File: src/rtl/spi_frame_scheduler.sv
// Frame scheduler for a 16-bit SPI master. TX frames are queued and launched one at a time
// on the start/busy handshake with a CS-high gap, and each received word goes into an RX FIFO.
module spi_frame_scheduler #(
    parameter int DEPTH      = 8,
    parameter int GAP_CYCLES = 4
) (
    input  logic                   i_clk,
    input  logic                   i_reset,
    input  logic [15:0]            i_tx_data,
    input  logic                   i_tx_wr,
    output logic                   o_tx_full,
    output logic [$clog2(DEPTH):0] o_tx_level,
    output logic [15:0]            o_rx_data,
    output logic                   o_rx_valid,
    input  logic                   i_rx_rd,
    input  logic                   i_clr_err,
    output logic                   o_tx_overflow,
    output logic                   o_rx_overflow,
    output logic                   o_idle,
    output logic [15:0]            o_spi_data_in,
    output logic                   o_spi_start,
    input  logic                   i_spi_busy,
    input  logic [15:0]            i_spi_data_out
);

    localparam int AW = $clog2(DEPTH);
    localparam int GW = (GAP_CYCLES > 1) ? $clog2(GAP_CYCLES) : 1;
    localparam logic [GW-1:0] GAP_LAST = GW'((GAP_CYCLES > 0) ? GAP_CYCLES - 1 : 0);
    localparam logic [AW:0]   FULL_LVL = (AW+1)'(DEPTH);

    typedef enum logic [2:0] {
        S_IDLE,
        S_LAUNCH,
        S_WAIT_BUSY,
        S_WAIT_DONE,
        S_GAP
    } state_t;

    state_t r_state, w_state_nxt;

    logic [15:0]   r_tx_mem [DEPTH];
    logic [AW:0]   r_tx_wp, r_tx_rp;
    logic [AW:0]   w_tx_level;
    logic          w_tx_full, w_tx_empty, w_tx_push, w_tx_pop;

    logic [15:0]   r_rx_mem [DEPTH];
    logic [AW:0]   r_rx_wp, r_rx_rp;
    logic          w_rx_full, w_rx_empty, w_rx_push, w_rx_pop, w_rx_cap, w_rx_drop;

    logic [GW-1:0] r_gap_cnt;
    logic [15:0]   r_spi_data;
    logic          r_tx_ovf, r_rx_ovf;

    // Pointers carry one extra wrap bit so full and empty are distinguishable.
    assign w_tx_level = r_tx_wp - r_tx_rp;
    assign w_tx_full  = (w_tx_level == FULL_LVL);
    assign w_tx_empty = (r_tx_wp == r_tx_rp);
    assign w_tx_push  = i_tx_wr && !w_tx_full;
    assign w_tx_pop   = (r_state == S_IDLE) && !w_tx_empty;

    assign w_rx_full  = ((r_rx_wp - r_rx_rp) == FULL_LVL);
    assign w_rx_empty = (r_rx_wp == r_rx_rp);
    assign w_rx_pop   = i_rx_rd && !w_rx_empty;
    assign w_rx_cap   = (r_state == S_WAIT_DONE) && !i_spi_busy;
    // A pop in the same cycle frees the slot, so a capture into a full FIFO is still taken.
    assign w_rx_push  = w_rx_cap && (!w_rx_full || w_rx_pop);
    assign w_rx_drop  = w_rx_cap && w_rx_full && !w_rx_pop;

    always_ff @(posedge i_clk) begin
        if (w_tx_push) r_tx_mem[r_tx_wp[AW-1:0]] <= i_tx_data;
        if (w_rx_push) r_rx_mem[r_rx_wp[AW-1:0]] <= i_spi_data_out;
    end

    always_ff @(posedge i_clk or posedge i_reset) begin
        if (i_reset) begin
            r_tx_wp    <= '0;
            r_tx_rp    <= '0;
            r_rx_wp    <= '0;
            r_rx_rp    <= '0;
            r_spi_data <= '0;
            r_tx_ovf   <= 1'b0;
            r_rx_ovf   <= 1'b0;
        end else begin
            if (w_tx_push) r_tx_wp <= r_tx_wp + 1'b1;
            if (w_tx_pop) begin
                r_tx_rp    <= r_tx_rp + 1'b1;
                r_spi_data <= r_tx_mem[r_tx_rp[AW-1:0]];
            end
            if (w_rx_push) r_rx_wp <= r_rx_wp + 1'b1;
            if (w_rx_pop)  r_rx_rp <= r_rx_rp + 1'b1;
            r_tx_ovf <= (r_tx_ovf && !i_clr_err) || (i_tx_wr && w_tx_full);
            r_rx_ovf <= (r_rx_ovf && !i_clr_err) || w_rx_drop;
        end
    end

    always_ff @(posedge i_clk or posedge i_reset) begin
        if (i_reset) begin
            r_state   <= S_IDLE;
            r_gap_cnt <= '0;
        end else begin
            r_state   <= w_state_nxt;
            r_gap_cnt <= (r_state == S_GAP) ? r_gap_cnt + 1'b1 : '0;
        end
    end

    always_comb begin
        w_state_nxt = r_state;
        case (r_state)
            S_IDLE:      if (!w_tx_empty) w_state_nxt = S_LAUNCH;
            S_LAUNCH:    w_state_nxt = S_WAIT_BUSY;
            S_WAIT_BUSY: if (i_spi_busy) w_state_nxt = S_WAIT_DONE;
            S_WAIT_DONE: if (!i_spi_busy) w_state_nxt = (GAP_CYCLES == 0) ? S_IDLE : S_GAP;
            S_GAP:       if (r_gap_cnt == GAP_LAST) w_state_nxt = S_IDLE;
            default:     w_state_nxt = S_IDLE;
        endcase
    end

    assign o_tx_full     = w_tx_full;
    assign o_tx_level    = w_tx_level;
    assign o_rx_valid    = !w_rx_empty;
    assign o_rx_data     = w_rx_empty ? 16'h0000 : r_rx_mem[r_rx_rp[AW-1:0]];
    assign o_tx_overflow = r_tx_ovf;
    assign o_rx_overflow = r_rx_ovf;
    assign o_idle        = w_tx_empty && (r_state == S_IDLE);
    assign o_spi_data_in = r_spi_data;
    assign o_spi_start   = (r_state == S_LAUNCH);

endmodule

File: config.mk
export PLATFORM = sky130hd
export DESIGN_NAME = spi_frame_scheduler
export DESIGN_NICKNAME = d
export VERILOG_FILES = /design/src/rtl/spi_frame_scheduler.sv
export SDC_FILE = /design/constraint.sdc
export NUM_CORES = 1
export LEC_CHECK = 0
export BUFFER_PORTS_ARGS = -buffer_cell sky130_fd_sc_hd__buf_2
export CORE_MARGIN = 1.5
export CORE_UTILIZATION = 30
export DETAILED_ROUTE_END_ITERATION = 10
export SYNTH_ARGS = -nofsm -noshare
export SYNTH_HDL_FRONTEND = slang
export SYNTH_SLANG_ARGS = --single-unit
File: constraint.sdc
create_clock -name i_clk -period 4.7 [get_ports i_clk]
set_input_delay 0.94 -clock i_clk [delete_from_list [all_inputs] [get_ports i_clk]]
set_output_delay 0.94 -clock i_clk [all_outputs]
set_load 0.05 [all_outputs]
==> flow_metrics.py <==
metrics = {
    "synth": {
        "synth_compound_area_share_pct": 2.436,
        "avgSynthCellArea_um2": 19.42,
        "ys_types": 46,
        "muxShareOfSynthArea_pct": 14.18,
        "synthAdderAreaFrac_pct": 1.364,
        "ys.flop_type": "edfxtp_1",
        "yosysWarnings": 0,
        "syn_inst": 595,
        "synthSimpleGateAreaFrac_pct": 4.255,
        "synth_nets": 645,
        "yosysSeqAreaShare_pct": 74.97,
        "synth_xor_area_share_pct": 1.288,
        "ys_ff_latch": 295,
        "synthArstFlopShare_pct": 13.22,
        "synth_edf_count": 256,
        "synth_largest_area_cell": "edfxtp_1",
        "synth_area_leaders": "edfxtp_1 (67%), mux4_2 (12%), dfrtp_1 (8.4%)",
        "syn_area_um2": 11560,
        "yosysTopAreaCellShare_pct": 66.52,
        "synth_top_family_by_area": "multiplexers",
    },
    "critical_path": {
        "cp-end-kind": "output port",
        "critPathKind": "register to output port",
        "regToRegStartpoint": "r_tx_rp[2]",
        "arrival_ns": 2.78,
        "critical_path.max_fanout": 18,
        "critPathRequiredTime_ns": 3.76,
        "start_kind": "register",
        "crit_start": "r_tx_rp[2]",
    },
    "sta": {
        "period_share_pct": 79.20,
        "finalCriticalPeriod_ns": 3.722,
        "skew_ns": 0.01264,
        "relSlewSlack_pct": 37.08,
        "finalHoldViolations": 0,
        "rsz0062_at_grt": "false",
        "slew_violations": 0,
        "fmax_mhz": 268.7,
        "worst_slew_pin_slew_ns": 0.9431,
        "setup_violations": 0,
    },
    "placement": {
        "dpl.cell_count": 1175,
        "gp_congestion": 0.7402,
        "dpl_cell_area_um2": 12650,
        "dp_hpwl_um": 13840,
        "io_buffers": 79,
    },
    "final_layout": {
        "final_cell_area_um2": 13590,
        "nFillCells": 3514,
        "final_net_count": 745,
        "areaGrowthSynthToFinish_pct": 17.59,
        "final_common_cell": "edfxtp_1",
        "instances_no_fill": 1229,
        "layout-drive-gt1-share_pct": 30.40,
        "mostFrequentLayoutCells": "edfxtp_1 (256), buf_2 (79), mux4_2 (64), nand2_1 (57), dfrtp_1 (37)",
    },
    "route": {
        "drc": 0,
        "vias": 5647,
        "viasPerCell": 4.595,
        "drt_first_pass_iters": 4,
        "drtIter0Drc": 292,
        "ant_nets": 0,
        "routed_wl_um": 23130,
        "wl_per_cell_um": 18.82,
    },
    "outcome": {
        "status": "finished clean",
    },
    "global_route": {
        "grt_pass1_vias": 5983,
        "antenna_found_initial": 1,
        "grt_pass1_wl_um": 35390,
        "grt.total_usage_pct": 11.91,
        "grt_max_degree": 40,
        "overflow": 0,
    },
    "clock_tree": {
        "path_clk_slew_ns": 0.06,
        "root_buffer": "clkbuf_16",
        "clkSinkCount": 295,
        "numCtsBuffers": 29,
        "ctsHoldBuffers": 0,
        "htree_levels": 1,
        "cts_resized": 0,
        "cts_tree": "built",
        "cts_buffer_depth": 3,
        "post_cts_buffers": 0,
        "clock_latency_ns": 0.55,
    },
    "die": {
        "dieArea_um2": 39710,
        "core_um2": 37760,
        "io_pins": 80,
        "die_h_um": 199.3,
        "initial_utilization_pct": 30.61,
        "fp-row-count": 71,
        "die_w_um": 199.3,
    },
    "worst_hold_path": {
        "hp-class": "register to register",
        "hp-start": "r_gap_cnt[0]",
    },
    "pwr": {
        "irDropWorstVdd_uv": 430.6,
        "p_per_area_nw_per_um2": 690.7,
        "leakagePower_uw": 0.004703,
    },
    "run": {
        "maxCapViolations": 0,
    },
}
==> through the flow <==
step | worst slack (ns) | total power [uW] | hold WS, ns | util, % | TNS (ns)
6_report | 0.9778 | 9386 | 0.4298 | 35.99 | 0
5_1_grt | 0.8290 | 9903 | 0.4651 | 35.99 | 0
4_1_cts | 0.8984 | 9525 | 0.4356 | 35.99 | 0
3_5_place_dp | 1.409 | 7205 | 0.4269 | 33.50 | 0
3_3_place_gp | 1.391 | 7150 | 0.4239 | 33.50 | 0
2_1_floorplan | -0.2648 | 6263 | 0.4080 | - | -17.35
==> Yosys cell counts, types with 2 or more instances <==
cell and n:
buf_2 8, dfrtp_1 39, xor2_1 5, nand2_1 57, nor3b_1 2, mux2i_1 16, inv_1 11, and3_1 3
nor4b_1 3, mux2_2 2, mux4_2 64, nor2_1 9, a21oi_1 18, nand3_1 2, clkbuf_1 16, ha_1 11
o311ai_0 2, or3_1 2, nor3_1 3, nor4_1 4, buf_1 2, nand4_1 3, nor2b_1 3, o21ai_0 19
and4b_1 3, xnor2_1 12, and4_1 2, edfxtp_1 256
==> final cells by class <==
cell class              instances  area [um2]  share of cell area [%]
clock buffers                  37       755.7                   5.561
clock inverters                16       182.7                   1.344
well taps                     511       639.4                   4.705
flip-flops and latches        295        8666                   63.77
diodes                          1       2.502                 0.01841
repair buffers                 96       523.0                   3.849
multi-input cells             259        2765                   20.35
inverters                      14       55.05                  0.4051
==> cell families after synthesis <==
family | Yosys count
DFF | 295
AOI/OAI and AO/OA | 47
and+or+nand+nor | 100
buffers and inverters | 41
adders and majority gates | 12
xor gates and xnor gates | 17
muxes | 83
==> worst paths after layout <==
| check | slack, ns | cells after the start | endpoint |
|---|---|---|---|
| setup reg to reg | 1.45 | 6 | r_tx_mem[7][13] |
| min in group asynchronous | 0.52 | 3 | o_spi_data_in[4] |
| max in group asynchronous | 3.76 | 3 | r_tx_rp[0] |
| setup / recovery | 0.98 | 6 | o_tx_full |
| hold / removal | 0.43 | 1 | r_gap_cnt[0] |
| hold reg to reg | 0.43 | 1 | r_gap_cnt[0] |
==> where the power goes <==
part           internal (uW)  switching, uW
sequential              3260            191
combinational           1210           2410
clock                   1350            947
==> sequential cells by signal, summed over array words and instances, names as in the netlist <==
| name | flops |
|---|---|
| o_rx_overflow | 1 |
| o_spi_data_in | 16 |
| o_tx_overflow | 1 |
| r_gap_cnt | 2 |
| r_rx_mem | 128 |
| r_rx_rp | 4 |
| r_rx_wp | 4 |
| r_state | 3 |
| r_tx_mem | 128 |
| r_tx_rp | 4 |
| r_tx_wp | 4 |
==> layer usage <==
metal	vias to the layer above	wire length, um	global-route usage [%]
met5	-	0	0
met4	0	371	2.694
met3	30	1175	2.684
met2	124	11380	20.44
met1	2914	10210	15.34
li1	2579	-	-
==> critical path: stages, from the launching register on <==
cell and delay (ns):
dfrtp_1 0.39, inv_2 0.45, ha_1 0.38, xor2_1 0.18
or3_1 0.37, nor3_2 0.17, buf_2 0.30
Power figures use the tool's default switching activity.
